--- src/rtl/port_out_uart_tx.sv ---
// Output-port peripheral: buffers 32-bit words written by the core in a small FIFO
// and shifts each one out as four 8N1 byte frames (byte 0 first) on TxSerial.
module port_out_uart_tx #(
  parameter int CLKS_PER_BIT = 16,
  parameter int FIFO_DEPTH   = 4
) (
  input  logic        clk,
  input  logic        reset,
  input  logic [31:0] PortOutData,
  input  logic        PortOutWrite,
  output logic        Full,
  output logic        Overflow,
  output logic        Busy,
  output logic        TxSerial
);

  localparam int PW = $clog2(FIFO_DEPTH);
  localparam int CW = PW + 1;
  localparam int TW = $clog2(CLKS_PER_BIT);
  localparam logic [TW-1:0] TIMER_LAST = TW'(CLKS_PER_BIT - 1);
  localparam logic [CW-1:0] COUNT_FULL = CW'(FIFO_DEPTH);

  typedef enum logic [1:0] {IDLE, START, DATA, STOP} state_t;

  state_t          stateReg, stateNext;
  logic [TW-1:0]   timerReg, timerNext;
  logic [2:0]      bitIdxReg, bitIdxNext;
  logic [1:0]      byteIdxReg, byteIdxNext;
  logic [31:0]     shiftReg;
  logic [31:0]     mem [FIFO_DEPTH];
  logic [PW-1:0]   wrPtr, rdPtr;
  logic [CW-1:0]   count, countNext;
  logic            push, pop, shiftByte, fifoEmpty, timerDone;

  // A write while full is dropped even if a pop happens on the same edge.
  assign push      = PortOutWrite && !Full;
  assign fifoEmpty = (count == '0);
  assign timerDone = (timerReg == TIMER_LAST);
  assign countNext = count + CW'(push) - CW'(pop);

  always_comb begin
    stateNext   = stateReg;
    timerNext   = timerReg + TW'(1);
    bitIdxNext  = bitIdxReg;
    byteIdxNext = byteIdxReg;
    pop         = 1'b0;
    shiftByte   = 1'b0;
    case (stateReg)
      IDLE: begin
        timerNext = '0;
        if (!fifoEmpty) begin
          pop         = 1'b1;
          byteIdxNext = '0;
          stateNext   = START;
        end
      end
      START: begin
        if (timerDone) begin
          timerNext  = '0;
          bitIdxNext = '0;
          stateNext  = DATA;
        end
      end
      DATA: begin
        if (timerDone) begin
          timerNext = '0;
          if (bitIdxReg == 3'd7) stateNext = STOP;
          else bitIdxNext = bitIdxReg + 3'd1;
        end
      end
      STOP: begin
        if (timerDone) begin
          timerNext = '0;
          if (byteIdxReg != 2'd3) begin
            byteIdxNext = byteIdxReg + 2'd1;
            shiftByte   = 1'b1;
            stateNext   = START;
          end else if (!fifoEmpty) begin
            pop         = 1'b1;
            byteIdxNext = '0;
            stateNext   = START;
          end else begin
            stateNext = IDLE;
          end
        end
      end
      default: stateNext = IDLE;
    endcase
  end

  always_ff @(posedge clk) begin
    if (reset) begin
      stateReg   <= IDLE;
      timerReg   <= '0;
      bitIdxReg  <= '0;
      byteIdxReg <= '0;
      wrPtr      <= '0;
      rdPtr      <= '0;
      count      <= '0;
      Full       <= 1'b0;
      Overflow   <= 1'b0;
      Busy       <= 1'b0;
      TxSerial   <= 1'b1;
    end else begin
      stateReg   <= stateNext;
      timerReg   <= timerNext;
      bitIdxReg  <= bitIdxNext;
      byteIdxReg <= byteIdxNext;
      if (push) wrPtr <= wrPtr + PW'(1);
      if (pop)  rdPtr <= rdPtr + PW'(1);
      count <= countNext;
      Full  <= (countNext == COUNT_FULL);
      Busy  <= (stateNext != IDLE) || (countNext != '0);
      if (PortOutWrite && Full) Overflow <= 1'b1;
      // Line level follows the current state, so it lags a state change by one edge.
      case (stateReg)
        START:   TxSerial <= 1'b0;
        DATA:    TxSerial <= shiftReg[bitIdxReg];
        default: TxSerial <= 1'b1;
      endcase
    end
  end

  // FIFO storage and word shifter; the registered read lands directly in shiftReg.
  always_ff @(posedge clk) begin
    if (push) mem[wrPtr] <= PortOutData;
    if (pop) shiftReg <= mem[rdPtr];
    else if (shiftByte) shiftReg <= {8'h00, shiftReg[31:8]};
  end

endmodule

--- config.mk ---
export PLATFORM = sky130hd
export DESIGN_NAME = port_out_uart_tx
export DESIGN_NICKNAME = d
export VERILOG_FILES = /design/src/rtl/port_out_uart_tx.sv
export SDC_FILE = /design/constraint.sdc
export NUM_CORES = 1
export LEC_CHECK = 0
export ABC_AREA = 1
export BUFFER_PORTS_ARGS = -buffer_cell sky130_fd_sc_hd__buf_2
export CAP_MARGIN = 0
export CORE_MARGIN = 1.5
export CORE_UTILIZATION = 55
export DETAILED_ROUTE_END_ITERATION = 8
export GPL_TIMING_DRIVEN = 1
export HOLD_SLACK_MARGIN = 0.05
export PLACE_DENSITY = 0.8
export SLEW_MARGIN = 30
export SYNTH_ARGS = -nofsm -noshare
export SYNTH_HDL_FRONTEND = slang
export SYNTH_SLANG_ARGS = --single-unit
export TNS_END_PERCENT = 20
--- constraint.sdc ---
create_clock -name clk -period 4.8 [get_ports clk]
set_input_delay 0.24 -clock clk [delete_from_list [all_inputs] [get_ports clk]]
set_output_delay 0.24 -clock clk [all_outputs]
set_load 0.02 [all_outputs]
* Word-level counts from Yosys, hierarchy flattened
Memory sizes are Yosys's and may differ from the RTL's. A register that Yosys moved wholly into a read port is not among the register bits.
Cells that the tools add are included.
** Word-level totals
- Word-level logic and storage cells :: 80
- Bits in writable memories :: 128
- Output and inout bits :: 4
- Memories :: 1
- Memory bits (read-only) :: 0
- Bits in latches :: 0
- Bits in registers :: 54
** Operators by class
- $add $sub $neg :: 7
- Divide/modulo/power cells :: 0
- $mul :: 0
- Mux-type cells :: 34
- Reduce and logical (&&, ||, !) cells :: 14
- Eq/ne operators :: 11
- Bitwise logic cells :: 0
- Magnitude comparators :: 1
- Shift-type cells :: 0
** Memories
- mem :: depth 4, bits a word 32, read ports 1, clocked after Yosys merged registers in 1, wr ports 1, RTL line 30 : logic [31:0] mem [FIFO_DEPTH];
** Operators by type and width (count)
- $mux W32 :: 2
- $mux W2 :: 10
- $mux W1 :: 11
- $ne A2 B2 Y1 const B :: 5
- $mux W3 :: 3
- $pmux W2 S4 :: 1
- $pmux W4 S2 :: 1
- $reduce_bool A2 Y1 :: 4
- $add A2 B1 Y2 const B :: 3
- $eq A3 B3 Y1 const B :: 2
- $lt A3 B6 Y1 const B :: 1
- $pmux W3 S2 :: 1
- $add A4 B1 Y4 const B :: 1
- $eq A2 B2 Y1 const B :: 2
- $eq A4 B4 Y1 const B :: 1
- $mux W4 :: 1
- $pmux W1 S2 :: 2
- $pmux W2 S2 :: 1
- $reduce_and A4 Y1 :: 1
- $add A3 B1 Y3 :: 1
- $add A3 B1 Y3 const B :: 1
- $bmux W1 S3 :: 1
- $logic_not A3 Y1 :: 1
- $reduce_bool A3 Y1 :: 1
- other kinds (8) :: 9

* Longest topological paths before layout
Gate-level depths: netlist (run 1).
- Depth in word-level cells :: 8
- Mapped depth :: 16

* Worst setup path after synthesis (run 1)
Ideal clock, no wire load.
- Kind :: register -> register
- From :: register stateReg[1]
- To :: register shiftReg[0] (enable)
- Path slack :: 1242 ps
- Period minus slack after synthesis :: 3558 ps
- Setup time :: 466 ps
- Path buffers :: 0
- Data arrival time :: 3092 ps
- Stages on the path, launching flop included :: 4
- Required time :: 4334 ps
- Path through :: dfxtp_1 -> ha_1 -> nand4_1 -> o21ai_0
** Between the ends
- Word-level cells in the longest chain between the ends :: 3
- Elaborated cells on any way between the ends :: 5
- Classes of those cells :: 1 x eq/ne; 2 x mux; 2 x reduce/logical
** RTL lines
- start: declaration :: RTL line 25 : state_t stateReg, stateNext;
- start signal: assignment :: RTL line 105 : stateReg <= stateNext;
- $eq A2 B2 Y1 / $logic_not A2 Y1 (equally long branches) :: RTL line 48 : case (stateReg)
- $pmux W1 S2 / $mux W1 (equally long branches) :: RTL line 48
- $reduce_bool A2 Y1 (no line) (*)
- end signal: assignment :: RTL line 127 : if (pop) shiftReg <= mem[rdPtr];
- end signal: assignment :: RTL line 128 : else if (shiftByte) shiftReg <= {8'h00, shiftReg[31:8]};
- end: declaration :: RTL line 29 : logic [31:0] shiftReg;
Mark *: on every way between the ends. The rest lies on a longest branch, timed or not.
A chain may end at the register's enable or synchronous reset.

* Worst setup path after layout (run 1)
- From :: register stateReg[0]
- To :: register Busy
** Between the ends
- Word-level cells in the longest chain between the ends :: 5
- Elaborated cells on any way between the ends :: 15
- Classes of those cells :: 1 x add/sub; 3 x eq/ne; 7 x mux; 4 x reduce/logical
** RTL lines
- $eq A2 B2 Y1 / $logic_not A2 Y1 (equally long branches) :: RTL line 48
- $pmux W1 S2 (*) :: RTL line 48
- $sub A3 B1 Y3 (*) :: RTL line 39 : assign countNext = count + CW'(push) - CW'(pop);
- via countNext[1] :: RTL line 32 : logic [CW-1:0] count, countNext;
- $reduce_bool A3 Y1 (*) :: RTL line 113 : Busy <= (stateNext != IDLE) || (countNext != '0);
- $logic_or A1 B1 Y1 (*) :: RTL line 113
- end signal: assignment :: RTL line 113
- end: declaration :: RTL line 13 : output logic Busy,
The timed path passes the listed nets; every way through them passes the cells marked *.

==> impl_metrics.xml, run 1 <==
<?xml version="1.0" encoding="UTF-8"?>
<metrics>
  <group name="floorplan">
    <metric name="pin_count" unit="">39</metric>
    <metric name="dieHeight" unit="um">120.1</metric>
    <metric name="start_util" unit="%">56.72</metric>
    <metric name="total_die_area" unit="mm^2">0.01442</metric>
    <metric name="die_outline_width" unit="um">120.1</metric>
    <metric name="core_area" unit="mm^2">0.01330</metric>
    <metric name="floorplan.rows" unit="">42</metric>
  </group>
  <group name="global_routing">
    <metric name="grt_overflow_total" unit="">0</metric>
    <metric name="grt_start_max_net_pins" unit="">65</metric>
    <metric name="first_pass_grt_wire_length" unit="um">23370</metric>
    <metric name="grt_usage" unit="%">21.76</metric>
    <metric name="first_global_vias" unit="">4909</metric>
    <metric name="number_of_antenna_violations_at_the_first_check_in_global_routing" unit="">0</metric>
  </group>
  <group name="cts">
    <metric name="cts_max_level" unit="">4</metric>
    <metric name="cts.sink_count" unit="">184</metric>
    <metric name="cts.repair_timing.setup_buffer_count" unit="">0</metric>
    <metric name="holdBufCountCts" unit="">33</metric>
    <metric name="cts_made_buffers" unit="">17</metric>
    <metric name="reg_clk_slew_reported_paths" unit="ns">0.06</metric>
    <metric name="tritoncts" unit="">done</metric>
    <metric name="cts-resized-gates" unit="">0</metric>
    <metric name="clockBufferDepth" unit="">2</metric>
    <metric name="clock-root-buffer" unit="">sky130_fd_sc_hd__clkbuf_16</metric>
    <metric name="clk-insertion-delay-late" unit="ns">0.43</metric>
  </group>
  <group name="sta">
    <metric name="setup_repair_after_global_routing_missed_its_margin" unit="">no</metric>
    <metric name="fmaxAchievable" unit="GHz">0.3241</metric>
    <metric name="worstMarginPinSlew" unit="ns">0.9753</metric>
    <metric name="timing.final.hold_violations" unit="">0</metric>
    <metric name="timing.final.crit_share" unit="%">64.28</metric>
    <metric name="fin_skew" unit="ns">0.006295</metric>
    <metric name="setup_viol" unit="">0</metric>
    <metric name="finalWorstPathRequiredPeriod" unit="ns">3.085</metric>
    <metric name="setup_tns" unit="ns">0</metric>
    <metric name="relSlewSlack" unit="%">34.58</metric>
    <metric name="final-max-slew-violation-count" unit="">0</metric>
    <metric name="final_hold_slack" unit="ns">0.1402</metric>
  </group>
  <group name="setup_path">
    <metric name="classification_of_the_worst_setup_path" unit="">reg2reg</metric>
    <metric name="r2r_setup_slack" unit="ns">1.71</metric>
    <metric name="setup.worst_path.start_class" unit="">flip-flop</metric>
    <metric name="worstSetupEndpointType" unit="">flip-flop</metric>
    <metric name="crit_reg_reg_startpoint" unit="">stateReg[0]$_SDFF_PP0_</metric>
    <metric name="worst_r2r_endpoint" unit="">Busy$_SDFF_PP0_</metric>
    <metric name="rr_worst_depth" unit="">13</metric>
    <metric name="highest_net_fanout_along_the_worst_path" unit="">35</metric>
    <metric name="crit_required" unit="ns">5.11</metric>
    <metric name="timing.critical_path.arrival" unit="ns">3.40</metric>
  </group>
  <group name="routing">
    <metric name="route.detailed.vias_per_inst" unit="">5.541</metric>
    <metric name="dr.first_iter.drc_count" unit="">372</metric>
    <metric name="drtPass1Iterations" unit="">5</metric>
    <metric name="drtAntennaViolNets" unit="">0</metric>
    <metric name="detailroute.via_count" unit="">4909</metric>
    <metric name="route.final.wire_length" unit="um">14780</metric>
    <metric name="routedWlPerCell" unit="um">16.68</metric>
    <metric name="remaining_drc_errors" unit="">0</metric>
  </group>
  <group name="logic_synthesis">
    <metric name="synth_seq_cells" unit="">184</metric>
    <metric name="ys_seq_area_share" unit="%">70.08</metric>
    <metric name="synth_enable_flop_cells" unit="">160</metric>
    <metric name="postSynthCellCount" unit="">629</metric>
    <metric name="synth_top_flop_cell" unit="">sky130_fd_sc_hd__edfxtp_1</metric>
    <metric name="avgSynthCellArea" unit="um^2">11.99</metric>
    <metric name="yosysWarningCount" unit="">0</metric>
    <metric name="synth.lib_cells_used.distinct" unit="">32</metric>
    <metric name="synth_area" unit="mm^2">0.007541</metric>
    <metric name="synth-async-reset-ratio" unit="%">0</metric>
    <metric name="post_synth_net_total" unit="">679</metric>
  </group>
  <group name="run_status">
    <metric name="outcome" unit="">finished clean</metric>
  </group>
  <group name="cells_and_area">
    <metric name="footprint_of_the_multi_input_gates" unit="mm^2">0.001961</metric>
    <metric name="final_nets" unit="">748</metric>
    <metric name="mostFrequentLayoutCell" unit="">sky130_fd_sc_hd__edfxtp_1</metric>
    <metric name="post_route_cells_drive_above_1_share" unit="%">15.21</metric>
    <metric name="final_design_area_no_fill" unit="mm^2">0.008818</metric>
    <metric name="area_delta_synth_final" unit="%">16.94</metric>
    <metric name="layout.cells.most_common_list" unit="">160 x sky130_fd_sc_hd__edfxtp_1, 153 x sky130_fd_sc_hd__nor2_1, 72 x sky130_fd_sc_hd__o21ai_0</metric>
    <metric name="sequential_cell_area" unit="mm^2">0.005286</metric>
    <metric name="final.fill_count" unit="">902</metric>
    <metric name="diode_count" unit="">0</metric>
  </group>
  <group name="place">
    <metric name="dpl.hpwl" unit="um">8534</metric>
    <metric name="post_dp_cell_area" unit="mm^2">0.007851</metric>
    <metric name="place_congestion" unit="">0.8233</metric>
    <metric name="port-buffer-count" unit="">38</metric>
  </group>
  <group name="pwr">
    <metric name="power_report.internal_total" unit="mW">3.597</metric>
    <metric name="clockPowerShare" unit="%">27.5</metric>
    <metric name="swShare" unit="%">33.67</metric>
    <metric name="seq_power_share" unit="%">42.2</metric>
    <metric name="cell_area_power_density" unit="mW/mm^2">615.0</metric>
    <metric name="combinationalPowerShare" unit="%">30.3</metric>
    <metric name="p_leak" unit="nW">3.173</metric>
    <metric name="power_switching" unit="mW">1.826</metric>
    <metric name="power.ir.vdd_worst" unit="mV">0.3514</metric>
  </group>
  <group name="min_path">
    <metric name="whs_endpoint" unit="">Overflow$_SDFFE_PP0P_</metric>
    <metric name="hold_class" unit="">in2reg</metric>
    <metric name="min-delay-start" unit="">reset</metric>
    <metric name="holdPathStages" unit="">2</metric>
  </group>
  <group name="flow_run">
    <metric name="drv_cap" unit="">0</metric>
  </group>
</metrics>
[routing by layer]
| metal | routed length [um] | track usage, % | part of all wire [%] |
|---|---|---|---|
| met1 | 5657 | 24.88 | 38 |
| met2 | 7929 | 39.07 | 54 |
| met3 | 857 | 4.515 | 5.8 |
| met4 | 337 | 10.04 | 2.3 |
| met5 | 0 | 0 | 0 |
[cell type report]
class / count / area share [%]
Clock buffer: 18 / 4.867
Clock inverter: 13 / 2.299
Inverter: 35 / 1.490
Multi-Input combinational cell: 380 / 22.23
Sequential cell: 184 / 59.95
Tap cell: 176 / 2.497
Timing Repair Buffer: 80 / 6.669
[worst max path at each step]
stage | from | to | slack [ns] | cells past startpoint
after floorplan | stateReg[1]$_SDFF_PP0_ | shiftReg[0]$_DFFE_PP_ | 1.24 | 3
after global placement | stateReg[0]$_SDFF_PP0_ | Busy$_SDFF_PP0_ | 1.94 | 13
after detailed placement | stateReg[0]$_SDFF_PP0_ | Busy$_SDFF_PP0_ | 1.76 | 13
after CTS | stateReg[0]$_SDFF_PP0_ | Busy$_SDFF_PP0_ | 1.75 | 13
after global routing | timerReg[0]$_SDFF_PP0_ | Busy$_SDFF_PP0_ | 1.50 | 14
final | stateReg[0]$_SDFF_PP0_ | Busy$_SDFF_PP0_ | 1.71 | 13
[worst max-delay path, stage by stage, from the launching register on]
cell and delay, ns:
sky130_fd_sc_hd__dfxtp_1 0.40, sky130_fd_sc_hd__inv_1 0.11, sky130_fd_sc_hd__ha_1 0.33, sky130_fd_sc_hd__nor2_4 0.10, sky130_fd_sc_hd__buf_4 0.38, sky130_fd_sc_hd__nand2_4 0.34
sky130_fd_sc_hd__nand2_1 0.15, sky130_fd_sc_hd__nand2_1 0.06, sky130_fd_sc_hd__ha_1 0.19, sky130_fd_sc_hd__fa_1 0.47, sky130_fd_sc_hd__nor2_1 0.17, sky130_fd_sc_hd__nand3_1 0.10
sky130_fd_sc_hd__nand2_1 0.08, sky130_fd_sc_hd__nand3_1 0.08
[per-stage QoR]
step	std cells	util [%]	total power, mW	setup slack (ns)
3_5_place_dp	822	59.05	3.918	1.764
3_3_place_gp	822	59.05	3.833	1.944
2_1_floorplan	629	-	3.615	1.242
4_1_cts	886	66.29	5.415	1.746
6_report	886	66.33	5.423	1.715
5_1_grt	886	66.33	5.702	1.500
[flip-flops by register name, summed over array words and instances (netlist names), named ones only]
name / flops
Busy: 1
Full: 1
Overflow: 1
TxSerial: 1
bitIdxReg: 3
byteIdxReg: 2
count: 3
mem: 128
rdPtr: 2
shiftReg: 32
stateReg: 2
timerReg: 4
wrPtr: 2
[Yosys cell counts (6+ instances only)]
master                     count  share of area (%)
sky130_fd_sc_hd__nand2_1      37                1.8
sky130_fd_sc_hd__clkbuf_1     17               0.85
sky130_fd_sc_hd__buf_2         6               0.40
sky130_fd_sc_hd__dfxtp_1      24                6.4
sky130_fd_sc_hd__edfxtp_1    160                 64
sky130_fd_sc_hd__ha_1         14                2.3
sky130_fd_sc_hd__o21ai_0      73                4.8
sky130_fd_sc_hd__nor2_1      157                7.8
sky130_fd_sc_hd__nand3_1      14               0.93
sky130_fd_sc_hd__inv_1        33                1.6
sky130_fd_sc_hd__a21oi_1      26                1.7
sky130_fd_sc_hd__o22ai_1      24                2.0
sky130_fd_sc_hd__a21oi_2      19                2.2
[kinds of logic after synthesis]
family                   synth area share (%)
AO/OA/AOI/OAI                           10.87
XOR/XNOR                               0.1162
adder cells (fa/ha/maj)                 2.588
buffers and inverters                   4.231
flip-flops                              70.08
AND/OR/NAND/NOR                         12.11
[power by group through the flow]
stage	sequential, mW	clock [mW]	combinational (mW)
after CTS	2.29	1.49	1.64
after floorplan	2.32	0	1.29
final	2.29	1.49	1.64
after global routing	2.31	1.57	1.82
after detailed placement	2.32	0	1.60
after global placement	2.31	0	1.53
Power figures use the tool's default switching activity.
==> run 2: changes to the inputs <==
--- a/config.mk
+++ b/config.mk
@@ -5,7 +5,7 @@
 export SDC_FILE = /design/constraint.sdc
 export NUM_CORES = 1
 export LEC_CHECK = 0
-export ABC_AREA = 1
+export ABC_AREA = 0
 export BUFFER_PORTS_ARGS = -buffer_cell sky130_fd_sc_hd__buf_2
 export CAP_MARGIN = 0
 export CORE_MARGIN = 1.5
==> constraint.sdc (replaced) <==
create_clock -name clk -period 3.1 [get_ports clk]
set_input_delay 0.155 -clock clk [delete_from_list [all_inputs] [get_ports clk]]
set_output_delay 0.155 -clock clk [all_outputs]
set_load 0.02 [all_outputs]
==> run 2 against run 1 <==
- worst hold slack improved by 0.0025 ns
- highest routed layer unchanged
- first-iteration DRC count shrank 42%
- critical path depth fell by 2
- combinational power up 28%
- non-clock buffer count decreased by 1
- die area is 2.9% lower
- final cell count shrank 27%
- count of clock-buffer cells in the layout fell by 1
- power increased by 46%
- largest cell class unchanged
- sequential power grew 60%
- sequential share of layout area rose by 1.1 points
- synthesized area is 2.9% lower
==> impl_metrics.xml, run 2 <==
<?xml version="1.0" encoding="UTF-8"?>
<metrics>
  <group name="run_status">
    <metric name="outcome" unit="">finished clean</metric>
  </group>
  <group name="logic_synthesis">
    <metric name="ys_top_cells_by_count" unit="">160 x sky130_fd_sc_hd__edfxtp_1, 34 x sky130_fd_sc_hd__mux4_2, 24 x sky130_fd_sc_hd__dfxtp_1</metric>
    <metric name="synth.lib_cells_used.distinct" unit="">39</metric>
    <metric name="synth.top_cell.area_share" unit="%">65.64</metric>
    <metric name="synth_top_flop_cell" unit="">sky130_fd_sc_hd__edfxtp_1</metric>
    <metric name="postSynthCellCount" unit="">381</metric>
    <metric name="synth_seq_cells" unit="">184</metric>
    <metric name="top_cells_by_area_in_the_synthesized_netlist" unit="">sky130_fd_sc_hd__edfxtp_1 66%, sky130_fd_sc_hd__mux4_2 10%, sky130_fd_sc_hd__dfxtp_1 6.6%</metric>
    <metric name="avgSynthCellArea" unit="um^2">19.21</metric>
    <metric name="synth_area_leader_cell" unit="">sky130_fd_sc_hd__edfxtp_1</metric>
    <metric name="count_leader_synth" unit="">sky130_fd_sc_hd__edfxtp_1</metric>
    <metric name="yosysWarningCount" unit="">0</metric>
    <metric name="synth_area" unit="mm^2">0.007320</metric>
    <metric name="synth-async-reset-ratio" unit="%">0</metric>
    <metric name="synth_enable_flop_cells" unit="">160</metric>
    <metric name="ys_seq_area_share" unit="%">72.21</metric>
    <metric name="post_synth_net_total" unit="">431</metric>
  </group>
  <group name="pwr">
    <metric name="power.ir.vdd_worst" unit="mV">0.6521</metric>
    <metric name="combinationalPowerShare" unit="%">26.4</metric>
    <metric name="seq_power_share" unit="%">46.2</metric>
    <metric name="p_leak" unit="nW">2.980</metric>
    <metric name="cell_area_power_density" unit="mW/mm^2">916.9</metric>
    <metric name="power_switching" unit="mW">2.122</metric>
    <metric name="power_report.internal_total" unit="mW">5.813</metric>
    <metric name="swShare" unit="%">26.74</metric>
    <metric name="clockPowerShare" unit="%">27.4</metric>
  </group>
  <group name="cells_and_area">
    <metric name="final_nets" unit="">511</metric>
    <metric name="post_route_cells_drive_above_1_share" unit="%">29.75</metric>
    <metric name="area_delta_synth_final" unit="%">18.22</metric>
    <metric name="largest-register" unit="">mem</metric>
    <metric name="diode_count" unit="">0</metric>
    <metric name="layout.cells.most_common_list" unit="">160 x sky130_fd_sc_hd__edfxtp_1, 38 x sky130_fd_sc_hd__buf_2, 34 x sky130_fd_sc_hd__mux4_2</metric>
    <metric name="final.fill_count" unit="">833</metric>
    <metric name="largest_registers" unit="">mem x128, shiftReg x32, timerReg x4</metric>
    <metric name="mostFrequentLayoutCell" unit="">sky130_fd_sc_hd__edfxtp_1</metric>
    <metric name="largest_reg_flops" unit="">128</metric>
    <metric name="final_cell_count_no_fill" unit="">646</metric>
    <metric name="postLayoutCoreUtil" unit="%">67.47</metric>
  </group>
  <group name="sta">
    <metric name="finalWorstPathRequiredPeriod" unit="ns">2.882</metric>
    <metric name="timing.final.crit_share" unit="%">92.98</metric>
    <metric name="relSlewSlack" unit="%">59.24</metric>
    <metric name="layout_setup_ws" unit="ns">0.2176</metric>
    <metric name="setup_repair_after_global_routing_missed_its_margin" unit="">no</metric>
    <metric name="fmaxAchievable" unit="GHz">0.3469</metric>
    <metric name="final_hold_slack" unit="ns">0.1427</metric>
    <metric name="final-max-slew-violation-count" unit="">0</metric>
    <metric name="worstMarginPinSlew" unit="ns">0.6114</metric>
    <metric name="timing.final.hold_violations" unit="">0</metric>
    <metric name="fin_skew" unit="ns">0.006083</metric>
    <metric name="setup_viol" unit="">0</metric>
    <metric name="setup_tns" unit="ns">0</metric>
  </group>
  <group name="routing">
    <metric name="route.final.wire_length" unit="um">12690</metric>
    <metric name="drtAntennaViolNets" unit="">0</metric>
    <metric name="remaining_drc_errors" unit="">0</metric>
    <metric name="dr_wl_met2" unit="um">6837</metric>
    <metric name="drt-met1-wl" unit="um">5063</metric>
    <metric name="route.detailed.vias_per_inst" unit="">5.571</metric>
    <metric name="drtPass1Iterations" unit="">4</metric>
    <metric name="dr.first_iter.drc_count" unit="">217</metric>
    <metric name="maxUsedRoutingLayer" unit="">met4</metric>
    <metric name="routedWlPerCell" unit="um">19.64</metric>
    <metric name="dr_wl_met3" unit="um">703</metric>
    <metric name="detailroute.via_count" unit="">3599</metric>
  </group>
  <group name="setup_path">
    <metric name="standard_cell_with_the_maximum_stage_delay_on_the_critical_path" unit="">sky130_fd_sc_hd__fa_1</metric>
    <metric name="classification_of_the_worst_setup_path" unit="">reg2reg</metric>
    <metric name="crit_start" unit="">timerReg[0]$_SDFF_PP0_</metric>
    <metric name="crit_reg_reg_startpoint" unit="">timerReg[0]$_SDFF_PP0_</metric>
    <metric name="worstSetupEndpointType" unit="">flip-flop</metric>
    <metric name="rr_worst_depth" unit="">11</metric>
    <metric name="crit_path_cell_trace" unit="">ha_1 -&gt; and3_4 -&gt; a31oi_4 -&gt; or2_2 -&gt; xnor2_1 -&gt; ha_1 -&gt; fa_1 -&gt; xnor2_1 -&gt; xnor2_1 -&gt; nor2b_1 -&gt; nor3b_1</metric>
    <metric name="crit_required" unit="ns">3.44</metric>
    <metric name="timing.critical_path.arrival" unit="ns">3.22</metric>
    <metric name="slowest_delay" unit="ns">0.37</metric>
    <metric name="highest_net_fanout_along_the_worst_path" unit="">7</metric>
    <metric name="critical_path_buf_inv_count" unit="">0</metric>
    <metric name="setup.worst_path.start_class" unit="">flip-flop</metric>
    <metric name="worst_path_most_repeated_cell" unit="">sky130_fd_sc_hd__xnor2_1</metric>
    <metric name="critical-path-top-delay-family" unit="">simple AND/OR/NAND/NOR gates</metric>
    <metric name="crit_cells" unit="">11</metric>
  </group>
  <group name="floorplan">
    <metric name="total_die_area" unit="mm^2">0.01401</metric>
    <metric name="floorplan.rows" unit="">41</metric>
    <metric name="start_util" unit="%">57.07</metric>
    <metric name="pin_count" unit="">39</metric>
    <metric name="core_area" unit="mm^2">0.01282</metric>
    <metric name="dieHeight" unit="um">118.4</metric>
    <metric name="die_outline_width" unit="um">118.4</metric>
  </group>
  <group name="cts">
    <metric name="cts_made_buffers" unit="">17</metric>
    <metric name="clk-insertion-delay-late" unit="ns">0.43</metric>
    <metric name="reg_clk_slew_reported_paths" unit="ns">0.06</metric>
    <metric name="cts.repair_timing.setup_buffer_count" unit="">0</metric>
    <metric name="clock-root-buffer" unit="">sky130_fd_sc_hd__clkbuf_16</metric>
    <metric name="tritoncts" unit="">done</metric>
    <metric name="cts_max_level" unit="">4</metric>
    <metric name="clockBufferDepth" unit="">2</metric>
    <metric name="cts.sink_count" unit="">184</metric>
  </group>
  <group name="global_routing">
    <metric name="grt_start_max_net_pins" unit="">34</metric>
    <metric name="number_of_antenna_violations_at_the_first_check_in_global_routing" unit="">0</metric>
    <metric name="grt_usage" unit="%">19.94</metric>
    <metric name="grt_overflow_total" unit="">0</metric>
    <metric name="first_global_vias" unit="">3873</metric>
    <metric name="first_pass_grt_wire_length" unit="um">20610</metric>
  </group>
  <group name="min_path">
    <metric name="holdPathStages" unit="">2</metric>
    <metric name="hold_class" unit="">in2reg</metric>
    <metric name="min-delay-start" unit="">reset</metric>
  </group>
  <group name="place">
    <metric name="dpl.hpwl" unit="um">6834</metric>
    <metric name="placement.setup.worst_slack" unit="ns">0.1135</metric>
    <metric name="dpl.cell_count" unit="">581</metric>
    <metric name="port-buffer-count" unit="">38</metric>
    <metric name="place_congestion" unit="">0.7285</metric>
  </group>
  <group name="flow_run">
    <metric name="drv_cap" unit="">0</metric>
  </group>
</metrics>
## run 2: metal layers
| layer | GRT usage [%] | vias to the layer above |
|---|---|---|
| met3 | 4.151 | 12 |
| met2 | 36.37 | 95 |
| met4 | 7.393 | 0 |
| met5 | 0 | - |
| li1 | - | 1669 |
| met1 | 23.15 | 1823 |
## run 2: what timing repair did
action / CTS / global route
hold endpoints to repair: 129 / 0
resized for setup: 0 / 2
setup endpoints to repair: 0 / 1
hold buffers: 33 / 0
## run 2: cell type report
| cell class | instances | area (um^2) | area share [%] |
|---|---|---|---|
| Timing Repair Buffer | 79 | 605.6 | 6.998 |
| Tap cell | 172 | 215.2 | 2.487 |
| Clock buffer | 17 | 425.4 | 4.916 |
| Multi-Input combinational cell | 173 | 1922 | 22.21 |
| Inverter | 6 | 22.52 | 0.2603 |
| Sequential cell | 184 | 5286 | 61.09 |
| Clock inverter | 15 | 176.4 | 2.039 |
## run 2: cells by family (layout without fill, tap and decap cells)
kind of cell,Yosys count,in the layout,synth area share [%]
buf+inv,24,117,1.658
fa+ha+maj,15,15,2.667
simple gates,59,59,4.342
compound gates,32,32,2.769
mux,61,61,15.64
flops,184,184,72.21
xor+xnor,6,6,0.7179
## run 2: through the flow
stage	power, mW	cell area [um^2]
3_3_place_gp	5.681	7716
2_1_floorplan	5.266	7320
3_5_place_dp	5.770	7716
5_1_grt	8.289	8653
6_report	7.935	8653
4_1_cts	8.007	8648
## run 2: power groups by stage
| stage | Sequential (mW) | Clock (mW) | Combinational, mW |
|---|---|---|---|
| after global routing | 3.73 | 2.29 | 2.26 |
| after global placement | 3.68 | 0 | 2.00 |
| after floorplan | 3.61 | 0 | 1.65 |
| after CTS | 3.68 | 2.20 | 2.13 |
| final | 3.67 | 2.17 | 2.10 |
| after detailed placement | 3.72 | 0 | 2.05 |
## run 2: path summary, 6_finish.rpt
kind	end	slack, ns
max	Full$_SDFF_PP0_	0.22
min	Overflow$_SDFFE_PP0P_	0.14
max reg2reg	Full$_SDFF_PP0_	0.22
min reg2reg	timerReg[0]$_SDFF_PP0_	0.46
